`src/rtl/ysyx_22041211_alu_pkg.sv`:
```
// Shared definitions for the ALU front-end: opcode encodings, the opcode
// width and the arbiter/sequencer FSM state encoding.
package ysyx_22041211_alu_pkg;

  localparam int OP_LEN = 4;

  // ALU opcode encodings; anything above ALU_PASS2 makes the ALU return 0.
  localparam logic [OP_LEN-1:0] ALU_ADD   = 4'd0;
  localparam logic [OP_LEN-1:0] ALU_SUB   = 4'd1;
  localparam logic [OP_LEN-1:0] ALU_SLL   = 4'd2;
  localparam logic [OP_LEN-1:0] ALU_SLT   = 4'd3;
  localparam logic [OP_LEN-1:0] ALU_SLTU  = 4'd4;
  localparam logic [OP_LEN-1:0] ALU_XOR   = 4'd5;
  localparam logic [OP_LEN-1:0] ALU_SRL   = 4'd6;
  localparam logic [OP_LEN-1:0] ALU_SRA   = 4'd7;
  localparam logic [OP_LEN-1:0] ALU_OR    = 4'd8;
  localparam logic [OP_LEN-1:0] ALU_AND   = 4'd9;
  localparam logic [OP_LEN-1:0] ALU_PASS2 = 4'd10;

  // Sequencer states: wait for a request, let the ALU settle, hold the result.
  typedef enum logic [1:0] {
    ST_IDLE = 2'd0,
    ST_EXEC = 2'd1,
    ST_RESP = 2'd2
  } arb_state_e;

endpackage

```
`src/rtl/ysyx_22041211_rr_pick.sv`:
```
// Two-way grant picker. Purely combinational; the parent owns last_grant.
// With rr_en set, a tie goes to the port that did not win last time
// (last_grant=1 means port 1 won last, so port 0 gets the tie).
// With rr_en clear, port 0 always wins a tie.
module ysyx_22041211_rr_pick (
  input  logic [1:0] valid,
  input  logic       last_grant,
  input  logic       rr_en,
  output logic [1:0] grant
);

  // One-hot grant; a lone valid always wins, ties follow the tie-break rule.
  always_comb begin
    grant = valid;
    if (valid == 2'b11) begin
      grant = (rr_en && !last_grant) ? 2'b10 : 2'b01;
    end
  end

endmodule

```
`src/rtl/ysyx_22041211_alu_arb.sv`:
```
// Two-port arbiter/sequencer in front of the shared combinational ALU.
// One packet at a time: IDLE (grant + latch operands) -> EXEC (ALU settles,
// result captured) -> RESP (result held on the owner's response channel).
// Handshake rule: a transfer happens on a rising edge where valid and ready
// are both high; reqN_ready is only high in IDLE for the granted port, and
// rspN_valid stays high with a stable rsp_result until rspN_ready is seen.
// Build option YSYX_22041211_ALU_ARB_RR_EN: round-robin tie-break using a
// last_grant register; without it port 0 always wins a tie.
// The opcode width comes from ysyx_22041211_alu_pkg::OP_LEN.
module ysyx_22041211_alu_arb
  import ysyx_22041211_alu_pkg::*;
#(
  parameter int DATA_LEN = 32
) (
  input  logic                clk,
  input  logic                rst,
  input  logic                req0_valid,
  output logic                req0_ready,
  input  logic [DATA_LEN-1:0] req0_src1,
  input  logic [DATA_LEN-1:0] req0_src2,
  input  logic [OP_LEN-1:0]   req0_op,
  input  logic                req1_valid,
  output logic                req1_ready,
  input  logic [DATA_LEN-1:0] req1_src1,
  input  logic [DATA_LEN-1:0] req1_src2,
  input  logic [OP_LEN-1:0]   req1_op,
  output logic                rsp0_valid,
  input  logic                rsp0_ready,
  output logic                rsp1_valid,
  input  logic                rsp1_ready,
  output logic [DATA_LEN-1:0] rsp_result,
  output logic [DATA_LEN-1:0] alu_src1,
  output logic [DATA_LEN-1:0] alu_src2,
  output logic [OP_LEN-1:0]   alu_control,
  input  logic [DATA_LEN-1:0] alu_result,
  output arb_state_e          dbg_state
);

  arb_state_e          state_q;
  logic                owner_q;
  logic [DATA_LEN-1:0] src1_q;
  logic [DATA_LEN-1:0] src2_q;
  logic [OP_LEN-1:0]   op_q;
  logic [DATA_LEN-1:0] result_q;
  logic                rsp0_valid_q;
  logic                rsp1_valid_q;

  logic [1:0]          grant;
  logic                last_grant;
  logic                rr_en;
  logic [DATA_LEN-1:0] src1_d;
  logic [DATA_LEN-1:0] src2_d;
  logic [OP_LEN-1:0]   op_d;
  logic                owner_rsp_ready;

`ifdef YSYX_22041211_ALU_ARB_RR_EN
  logic last_grant_q;

  // Remember which port won the most recent accepted request.
  always_ff @(posedge clk or posedge rst) begin
    if (rst) begin
      last_grant_q <= 1'b1;
    end else if (state_q == ST_IDLE && (|grant)) begin
      last_grant_q <= grant[1];
    end
  end

  assign last_grant = last_grant_q;
  assign rr_en      = 1'b1;
`else
  assign last_grant = 1'b1;
  assign rr_en      = 1'b0;
`endif

  ysyx_22041211_rr_pick u_pick (
    .valid      ({req1_valid, req0_valid}),
    .last_grant (last_grant),
    .rr_en      (rr_en),
    .grant      (grant)
  );

  // Ready is combinational from valid, and forced low while reset is held.
  assign req0_ready = (state_q == ST_IDLE) && !rst && grant[0];
  assign req1_ready = (state_q == ST_IDLE) && !rst && grant[1];

  // Operands of whichever port is granted this cycle.
  assign src1_d = grant[1] ? req1_src1 : req0_src1;
  assign src2_d = grant[1] ? req1_src2 : req0_src2;
  assign op_d   = grant[1] ? req1_op   : req0_op;

  assign owner_rsp_ready = owner_q ? rsp1_ready : rsp0_ready;

  // Sequencer FSM with registered ALU operands, result and response valids.
  always_ff @(posedge clk or posedge rst) begin
    if (rst) begin
      state_q      <= ST_IDLE;
      owner_q      <= 1'b0;
      src1_q       <= '0;
      src2_q       <= '0;
      op_q         <= ALU_ADD;
      result_q     <= '0;
      rsp0_valid_q <= 1'b0;
      rsp1_valid_q <= 1'b0;
    end else begin
      unique case (state_q)
        ST_IDLE: begin
          if (|grant) begin
            src1_q  <= src1_d;
            src2_q  <= src2_d;
            op_q    <= op_d;
            owner_q <= grant[1];
            state_q <= ST_EXEC;
          end
        end
        ST_EXEC: begin
          result_q     <= alu_result;
          rsp0_valid_q <= !owner_q;
          rsp1_valid_q <= owner_q;
          state_q      <= ST_RESP;
        end
        ST_RESP: begin
          if (owner_rsp_ready) begin
            rsp0_valid_q <= 1'b0;
            rsp1_valid_q <= 1'b0;
            state_q      <= ST_IDLE;
          end
        end
        default: begin
          state_q <= ST_IDLE;
        end
      endcase
    end
  end

  assign alu_src1    = src1_q;
  assign alu_src2    = src2_q;
  assign alu_control = op_q;
  assign rsp_result  = result_q;
  assign rsp0_valid  = rsp0_valid_q;
  assign rsp1_valid  = rsp1_valid_q;
  assign dbg_state   = state_q;

endmodule
```
`config.mk`:
```
export PLATFORM = sky130hd
export DESIGN_NAME = ysyx_22041211_alu_arb
export DESIGN_NICKNAME = d
export VERILOG_FILES = /design/src/rtl/ysyx_22041211_alu_pkg.sv /design/src/rtl/ysyx_22041211_rr_pick.sv /design/src/rtl/ysyx_22041211_alu_arb.sv
export SDC_FILE = /design/constraint.sdc
export NUM_CORES = 1
export LEC_CHECK = 0
export ABC_AREA = 1
export CORE_MARGIN = 10
export CORE_UTILIZATION = 40
export CTS_BUF_LIST = sky130_fd_sc_hd__clkbuf_8
export DETAILED_ROUTE_END_ITERATION = 8
export PLACE_DENSITY = 0.85
export SETUP_SLACK_MARGIN = 0.05
export SLEW_MARGIN = 10
export SYNTH_ARGS = -nofsm -noshare
export SYNTH_HDL_FRONTEND = slang
export SYNTH_SLANG_ARGS = --single-unit
```
`constraint.sdc`:
```
create_clock -name clk -period 3.8 [get_ports clk]
set_input_delay 0.76 -clock clk [delete_from_list [all_inputs] [get_ports clk]]
set_output_delay 0.76 -clock clk [all_outputs]
set_load 0.02 [all_outputs]
```
==> results.md, run 1 <==
* Max Clk Rate at 0.3428 GHz
* Worst slew pin tran at 1.041 ns
* Pleak at between 4 and 5 nW
* Initial core utilization at about two fifths
* First-pass GRT wire length at 28190 um
* Final setup viols at 0
* Startpoint Class: primary input
* Tmin final at roughly 2.9 ns
* Die Footprint at 17240 um2
* Critical path's largest stage delay at 0.64 ns
* CTS max path bufs at 2
* Setup_tns at 0 ns
* CTS Hold Bufs at 0
* Final WL at 17790 um
* Num CTS Buffers at 9
* Hold/Removal Path Class: flop to flop
* Gr ovfl total at 0
* Vias in the first global route at roughly 5.1k
* H-tree Lvls at 3
* Worst EP arrival at between 2 and 2.5 ns
* Critical-path maximum fanout at 4
* Worst skew pair latency at 0.37 ns
* Max VDD drop at between 0.4 and 0.5 mV
* Storage cell area at 2628 um2
* Max-cap viol count at 0
* Commonest non-fill, non-tap cell in the layout: nand2_1
* Diodes inserted at 0
* #FFs+latches synth at 105
* Final setup margin at 0.8830 ns
* Avg Inst Size Synth at 7.288 um2
* Worst Path Class, Setup: primary input to output port
* GRT Overall Usage at 19.89%
* Fin. Hold Viols at 0
* Post-route cell area at 8005 um2
* Reg2Reg Capture Point: rsp_result[11]$_DFFE_PP0P_
* CTS clock-pin slew for the worst setup and hold paths at 0.10 ns
* Placed cell areas at 7818 um2
* Multi-input logic area at 2086 um2
* Share of cells above drive strength 1 at 3.191%
* Largest net degree at the start of global routing at 70
* # DRC at 0
* Synthesized instance count at 680
* Critical Path RT at 3.04 ns
* 1st-iter DRT viols at a little under 400
* Sink Count at 105
* CTS root buffer: clkbuf_8
* Distinct cells, synth at 16
* Post CTS Setup Buffer Count at 0
* Fillers at 1010
* Synth Cell Area at 4956 um2
* Fraction of the cycle the final worst path needs at 76.76%
* Fin. max-slew vios at 0
* Core area at between 10000 and 15000 um2
* Final net count at 1109
* Ys Warns at 0
* Drt wl/cell at 16.06 um
* Detailed-route via count at around 5k
* RSZ-0062 raised after global routing: no
* CTS tree: yes
* Clk_skew at 0.01111 ns
* Synthesis-to-finish area growth at 61.52%
* Sequential-to-total area share from yosys stat at 53.02%
* Critical path, cell by cell: clkdlybuf4s50_1, nor3_1, clkdlybuf4s50_1
* Status: finished clean
* HPWL after detailed placement at 13100 um
* Reg2Reg Setup Slack at around 2.1 ns
* Min-delay src: alu_src2[15]$_DFFE_PP0P_
* Hold path depth at 2
* Placer's final routability congestion estimate at 0.8387
* Synthesized Nets at 854
* Setup crit end kind: output port
* Num rows at 40
* Top-Level Pins at 280
* Antenna-violating nets left at 0
* Hold worst-path end: alu_src2[15]$_DFFE_PP0P_
* R2r startpoint: dbg_state[1]$_DFFE_PP0P_
* PortBufs at 279
* Height of the die at 131.3 um
* Initial antenna violation count at 0
* Worst Reg-to-Reg Cells at 5
* Pwr Density at 729.8 nW/um2
* Vias/cell at 4.651
* Pre-CTS WS at 0.8816 ns
* First-pass DRT Iterations at 4
* Most used cell, CP: clkdlybuf4s50_1
* Most frequent cells in the layout: nand2_1, clkdlybuf4s50_1, dfrtp_1
* Slew headroom at around 31%
* Slowest CP cell: clkdlybuf4s50_1
* Cts repair resizes at 0
* Die X-Extent at 131.3 um
-- flip-flops by register name, indices dropped and copies added, names as in the netlist --
| register | count |
|---|---|
| owner_q | 1 |
| rsp1_valid | 1 |
| alu_control | 4 |
| dbg_state | 2 |
| rsp0_valid | 1 |
| alu_src1 | 32 |
| rsp_result | 32 |
| alu_src2 | 32 |
-- metrics by stage --
stage	cells	utilization (%)	total power (W)	hold WS, ns
after global placement	1092	64.81	0.005169	0.4604
after CTS	1108	66.37	0.005923	0.4913
after detailed placement	1092	64.81	0.005240	0.4636
final	1108	66.37	0.005842	0.4857
after floorplan	680	-	0.003596	0.4998
after global routing	1108	66.37	0.006253	0.5033
-- critical path, delay by kind of cell --
family                 cells  cell delay (ns)
and+or+nand+nor            1             0.24
buffers and inverters      2             1.15
-- area by class of cell --
cell class | instances | share of cell area, %
timing repair buffer | 286 | 35.79
clock buffer | 9 | 1.547
clock inverter | 7 | 0.7971
sequential | 105 | 32.82
tap | 168 | 2.626
inverter | 7 | 0.3595
multi-input combinational | 526 | 26.06
-- power by group --
| group | switching (W) | leakage [nW] | internal (W) | total, W |
|---|---|---|---|---|
| clock | 0.000413 | 0.0963 | 0.000253 | 0.000666 |
| sequential | 0.000296 | 1.30 | 0.00166 | 0.00195 |
| combinational | 0.00182 | 2.65 | 0.00140 | 0.00322 |
-- layer usage --
| layer | track usage [%] | up-vias | wire, um |
|---|---|---|---|
| met5 | 0 | - | 0 |
| met4 | 5.192 | 0 | 294 |
| met3 | 7.393 | 20 | 1529 |
| met2 | 33.17 | 204 | 8522 |
| met1 | 23.63 | 2337 | 7443 |
| li1 | - | 2592 | - |
-- Yosys cell counts, drive strengths merged --
cell type,count,area [um2]
nand3,71,355.3
a21boi,1,7.510
o21ai,1,16.27
buf,30,171.4
nand2,449,1688
inv,7,26.28
nor2,3,13.77
clkbuf,12,45.04
nor3,1,5.000
dfrtp,105,2628
-- cell families after synthesis --
group	after synthesis	share of synthesized area, %
DFF	105	53.02
and+or+nand+nor	524	41.61
buffers and inverters	49	4.898
AOI/OAI and AO/OA	2	0.4798
-- worst max path at each step --
stage | from | to | slack [ns] | cells after the start
floorplan | rst | alu_control[0]$_DFFE_PP0P_ | 0.28 | 1
finish | req0_valid | req1_ready | 0.88 | 3
global route | req0_valid | req1_ready | 0.81 | 3
detailed placement | req0_valid | req1_ready | 0.88 | 3
global placement | req0_valid | req0_ready | 0.88 | 4
CTS | req0_valid | req0_ready | 0.88 | 4
(Power assumes the default switching activity.)
==> run 2, diff against run 1 <==
- clock period: 3.8 -> 2.8 ns (I/O delays scaled with it)
==> run 2 against run 1 <==
Setup slack worse by 0.67 ns. Register-to-register slack got worse by 1.3 ns. Wire length is 3.6% higher. Non-clock buffer count rose by 5. Combinational power is 36% higher. Via count is 2.3% higher. Die area unchanged. Highest routed layer is now met5.
==> results.md, run 2 (synthesis results as in run 1) <==
* Critical path, cell by cell: clkdlybuf4s50_1, nand2_1, nor2_1, clkdlybuf4s50_1
* Fin. Hold Viols at 0 (unchanged)
* Vias/cell at 4.734 (+1.8%)
* Detailed-route via count at 5269 (+2.3%)
* Synthesis-to-finish area growth at 63.37%
* Worst skew pair latency at 0.35 ns (-0.02 ns)
* Diodes inserted at 0 (unchanged)
* Min-delay src: rsp_result[14]$_DFFE_PP0P_
* Fraction of the cycle the final worst path needs at a little over 90%
* Slew headroom at 21.59% (-9.0 points)
* Num rows at 40 (unchanged)
* Worst Path Class, Setup: primary input to output port
* Worst slew pin tran at 1.176 ns (+0.1356 ns)
* Storage cell area at 2628 um2 (unchanged)
* Tmin final at 2.585 ns
* CTS max path bufs at 2 (unchanged)
* Num CTS Buffers at 9 (unchanged)
* Critical path's largest stage delay at 0.63 ns (about the same)
* Post-route cell area at 8097 um2 (+1.1%)
* Pwr Density at 998.9 nW/um2 (+37%)
* Vias in the first global route at 5309 (+3.1%)
* Most used cell, CP: clkdlybuf4s50_1
* Startpoint Class: primary input
* Die X-Extent at 131.3 um (unchanged)
* CTS tree: yes
* Slowest CP cell: clkdlybuf4s50_1
* First-pass DRT Iterations at 5 (+1)
* Max VDD drop at 0.6280 mV (+37%)
* Placer's final routability congestion estimate at 0.8339 (-0.57%)
* Worst EP arrival at 2.02 ns (-0.14 ns)
* Initial core utilization at 41.09% (unchanged)
* Share of cells above drive strength 1 at 3.704% (+0.51 points)
* Multi-input logic area at 2086 um2 (unchanged)
* Initial antenna violation count at 1 (+1)
* Post CTS Setup Buffer Count at 0 (unchanged)
* Most frequent cells in the layout: nand2_1, clkdlybuf4s50_1, dfrtp_1
* Largest net degree at the start of global routing at 70 (unchanged)
* Final setup viols at 0 (unchanged)
* Max-cap viol count at 0 (unchanged)
* Cts repair resizes at 0 (unchanged)
* RSZ-0062 raised after global routing: no
* GRT Overall Usage at 20.76% (+0.87 points)
* Critical-path maximum fanout at 4 (unchanged)
* Setup_tns at 0 ns (unchanged)
* Antenna-violating nets left at 0 (unchanged)
* Sw power at 0.003426 W (+35%)
* 1st-iter DRT viols at 340 (-14%)
* R2r startpoint: dbg_state[0]$_DFFE_PP0P_
* Gr ovfl total at 0 (unchanged)
* First-pass GRT wire length at 29010 um (+2.9%)
* Setup crit end kind: output port
* H-tree Lvls at 3 (unchanged)
* Flop pwr share at 32.7% (-0.7 points)
* CTS root buffer: clkbuf_8
* Die Footprint at 17240 um2 (unchanged)
* CTS Hold Bufs at 0 (unchanged)
* Sink Count at 105 (unchanged)
* PortBufs at 279 (unchanged)
* Fin. max-slew vios at 0 (unchanged)
* Commonest non-fill, non-tap cell in the layout: nand2_1
* Drt wl/cell at 16.57 um (+3.2%)
* Max Clk Rate at 0.3869 GHz
* Hold/Removal Path Class: flop to flop
* # DRC at 0 (unchanged)
* P_int at 0.004662 W (+41%)
* HPWL after detailed placement at 14150 um (+8.0%)
* Critical Path RT at 2.24 ns (-0.80 ns)
* Net Sw Frac at 42.36% (-0.93 points)
* Height of the die at 131.3 um (unchanged)
* Worst Path Buf+Inv at 2 (unchanged)
* Status: finished clean
* Clk_skew at 0.01104 ns (-0.00007490 ns)
* Top-Level Pins at 280 (unchanged)
* Final WL at 18440 um (+3.6%)
* Combinational share of power at 54.3% (-0.9 points)
* Top delay family on crit path: buffers and inverters
* Placed cell areas at 7869 um2 (+0.66%)
* Fillers at 1019 (+0.89%)
* Clock share of power at 13.0% (+1.6 points)
* Final net count at 1114 (+0.45%)
* Pleak at 4.077 nW (+0.89%)
* CTS clock-pin slew for the worst setup and hold paths at 0.10 ns (about the same)
* CP startpoint: req0_valid
* Core area at 12060 um2 (unchanged)
run 2: cell type report:
class | instances | share of cell area (%)
multi-input cells | 526 | 25.76
inverters | 7 | 0.3709
well taps | 168 | 2.596
clock buffers | 9 | 1.530
repair buffers | 291 | 36.01
clock inverters | 7 | 1.283
flip-flops and latches | 105 | 32.45
run 2: path summary, 6_finish.rpt:
path,depth (start not counted),end,slack [ns]
max reg2reg,5,alu_src2[7]$_DFFE_PP0P_,0.84
min in group asynchronous,2,rsp_result[5]$_DFFE_PP0P_,0.71
min,2,rsp_result[14]$_DFFE_PP0P_,0.49
max,4,req0_ready,0.22
max in group asynchronous,3,alu_src1[6]$_DFFE_PP0P_,1.53
min reg2reg,2,rsp_result[14]$_DFFE_PP0P_,0.49
run 2: metal layers:
metal / routed length (um) / share of wire, % / global-route usage, % / up-vias
li1: - / - / - / 2595
met1: 7586 / 41 / 24.38 / 2425
met2: 8900 / 48 / 34.82 / 229
met3: 1626 / 8.8 / 7.851 / 18
met4: 310 / 1.7 / 5.501 / 2
met5: 13 / 0.071 / 0 / -
run 2: power by group through the flow:
stage	sequential (W)	combinational, W	clock, W
floorplan	0.00353	0.00135	0
global placement	0.00264	0.00437	0
detailed placement	0.00266	0.00444	0
CTS	0.00265	0.00446	0.00108
global route	0.00273	0.00479	0.00115
finish	0.00264	0.00439	0.00105
run 2: stage by stage:
stage               instances  utilization, %  setup WS [ns]  total power [W]  hold slack (ns)
floorplan                 680               -         0.8265         0.004880           0.4998
global placement         1097           65.24         0.2526         0.007006           0.4607
detailed placement       1097           65.24         0.2242         0.007103           0.4636
CTS                      1113           67.13         0.2201         0.008184           0.4894
global route             1113           67.13        0.08422         0.008672           0.5054
finish                   1113           67.13         0.2151         0.008088           0.4860
run 2: worst min-delay path, stage by stage (launching register included):
cell	delay, ns
dfrtp_1	0.35
nand2_1	0.05
nand2_1	0.06
==> run 3, diff against run 2 <==
- CORE_ASPECT_RATIO: unset -> 0.8
==> run 3 against run 2 <==
Clock skew shrank 0.0029 ns. Critical endpoint unchanged. Count of clock-buffer cells in the layout is the same. Core utilization shrank 1.1 points. First-iteration DRC count shrank 22%. Non-clock buffer count shrank 3. Combinational power is essentially flat. Largest power group unchanged. Via count shrank 0.72%. Power is essentially flat. Clock power is essentially flat. Highest routed layer unchanged. Setup slack gained 0.055 ns. Maximum frequency grew 2.2%. Largest cell class unchanged.
==> results.md, run 3 (synthesis results as in run 1) <==
* Critical path's largest stage delay at 0.63 ns (about the same)
* Placer's final routability congestion estimate at 0.8221 (-1.4%)
* Tmin final at 2.530 ns (-0.05459 ns)
* Fraction of the cycle the final worst path needs at 90.37% (-1.9 points)
* Gr ovfl total at 0 (unchanged)
* CTS max path bufs at 2 (unchanged)
* Die Footprint at 17270 um2 (+0.16%)
* Drt wl/cell at 16.33 um (-1.4%)
* Most frequent cells in the layout: nand2_1, clkdlybuf4s50_1, dfrtp_1
* Vias/cell at 4.782 (+1.0%)
* Slew headroom at 21.18% (-0.41 points)
* PortBufs at 279 (unchanged)
* HPWL after detailed placement at 13430 um (-5.1%)
* Final WL at 17860 um (-3.1%)
* H-tree Lvls at 3 (unchanged)
* Layout Utilization at 66.05% (-1.1 points)
* Hold/Removal Path Class: flop to flop
* Dpl cells at 1078 (-1.7%)
* Layout Cells excl Fill at 1094 (-1.7%)
* Antenna-violating nets left at 0 (unchanged)
* Share of cells above drive strength 1 at 3.397% (-0.31 points)
* Worst Path Class, Setup: primary input to output port
* Cts repair resizes at 0 (unchanged)
* Fin. max-slew vios at 0 (unchanged)
* Setup_tns at 0 ns (unchanged)
* Max Clk Rate at 0.3952 GHz (+2.2%)
* Core area at 12160 um2 (+0.83%)
* Largest net degree at the start of global routing at 106 (+51%)
* Initial antenna violation count at 1 (unchanged)
* Num rows at 36 (-10%)
* GRT Overall Usage at 19.84% (-0.92 points)
* CTS root buffer: clkbuf_8
* First-pass DRT Iterations at 4 (-1)
* Num CTS Buffers at 9 (unchanged)
* Worst Path Buf+Inv at 2 (unchanged)
* Worst EP arrival at 1.97 ns (-0.05 ns)
* Post CTS Setup Buffer Count at 0 (unchanged)
* Status: finished clean
* RSZ-0062 raised after global routing: no
* Setup crit end kind: output port
* Detailed-route via count at 5231 (-0.72%)
* 1st-iter DRT viols at 264 (-22%)
* Fillers at 1053 (+3.3%)
* Most used cell, CP: clkdlybuf4s50_1
* Worst skew pair latency at 0.37 ns (+0.02 ns)
* Initial core utilization at 40.75% (-0.34 points)
* CTS tree: yes
* Fin. Hold Viols at 0 (unchanged)
* Worst slew pin tran at 1.182 ns (+0.006102 ns)
* Sink Count at 105 (unchanged)
* Clk_skew at 0.008142 ns (-0.002896 ns)
* Final setup viols at 0 (unchanged)
* Synthesis-to-finish area growth at 62.08%
* Critical Path RT at 2.24 ns (about the same)
* Die X-Extent at 144.5 um (+10%)
* Critical path, cell by cell: clkdlybuf4s50_1, nand2_1, nor2_1, clkdlybuf4s50_1
* Height of the die at 119.6 um (-8.9%)
* First-pass GRT wire length at 27390 um (-5.6%)
* Diodes inserted at 0 (unchanged)
* Worst hold slack at 0.4843 ns (-0.001711 ns)
* Vias in the first global route at 5108 (-3.8%)
* Slowest CP cell: clkdlybuf4s50_1
* Pleak at 4.060 nW (-0.42%)
* Startpoint Class: primary input
* Max-cap viol count at 0 (unchanged)
* CTS Hold Bufs at 0 (unchanged)
* Max VDD drop at 0.5741 mV (-8.6%)
* # DRC at 0 (unchanged)
* Critical-path maximum fanout at 4 (unchanged)
* Pwr Density at 1007 nW/um2 (+0.79%)
* Final net count at 1111 (-0.27%)
* CTS clock-pin slew for the worst setup and hold paths at 0.10 ns (about the same)
* Top-Level Pins at 280 (unchanged)
* Top delay family on crit path: buffers and inverters
* Commonest non-fill, non-tap cell in the layout: nand2_1
-- run 3: changes by cell type in the layout (fill, tap and decap cells not counted) --
| cell | delta |
|---|---|
| buf_12 | -2 |
| buf_4 | -1 |
| clkinv_4 | -1 |
| clkinvlp_4 | -1 |
| inv_6 | +1 |
| inv_8 | +1 |
-- run 3: where the power goes --
group	internal, W	leakage (nW)	switching [W]
clock	0.000521	0.114	0.000557
sequential	0.00225	1.30	0.000393
combinational	0.00189	2.65	0.00248
-- run 3: area by class of cell --
type	count	area [um2]	share of cell area, %
sequential	105	2628	32.71
inverter	7	30.03	0.3738
timing repair buffer	288	2868	35.70
tap	152	190.2	2.368
clock buffer	9	123.9	1.542
multi-input combinational	526	2086	25.97
clock inverter	7	107.6	1.340
-- run 3: path summary, 6_finish.rpt --
kind                                           from                    endpoint  slack [ns]  depth (start not counted)
max                                      req0_valid                  req0_ready        0.27                          4
min                        alu_src2[19]$_DFFE_PP0P_    alu_src2[19]$_DFFE_PP0P_        0.48                          2
max reg2reg                dbg_state[0]$_DFFE_PP0P_     alu_src2[9]$_DFFE_PP0P_        0.84                          5
min reg2reg                alu_src2[19]$_DFFE_PP0P_    alu_src2[19]$_DFFE_PP0P_        0.48                          2
max in group asynchronous                       rst    alu_src1[24]$_DFFE_PP0P_        1.61                          3
min in group asynchronous                       rst  rsp_result[27]$_DFFE_PP0P_        0.76                          3
-- run 3: metal layers --
metal	vias to the layer above	part of all wire (%)	GRT usage [%]
li1	2592	-	-
met1	2396	40	22.98
met2	217	46	32.45
met3	24	12	9.342
met4	2	1.8	5.044
met5	-	0.039	0
-- run 3: metrics by stage --
step / cell area [um2] / total power (W) / setup WS [ns]
after CTS: 8033 / 0.008205 / 0.2674
final: 8033 / 0.008088 / 0.2697
after detailed placement: 7801 / 0.007100 / 0.2718
after global routing: 8033 / 0.008642 / 0.1705
after global placement: 7801 / 0.007006 / 0.2931
after floorplan: 4960 / 0.004880 / 0.8265
-- run 3: worst reg2reg max path, delay by kind of cell, from the launching register on --
| kind | cells | cell delay [ns] |
|---|---|---|
| flops | 1 | 0.46 |
| buf+inv | 1 | 0.82 |
| simple gates | 3 | 0.54 |
| compound gates | 1 | 0.09 |
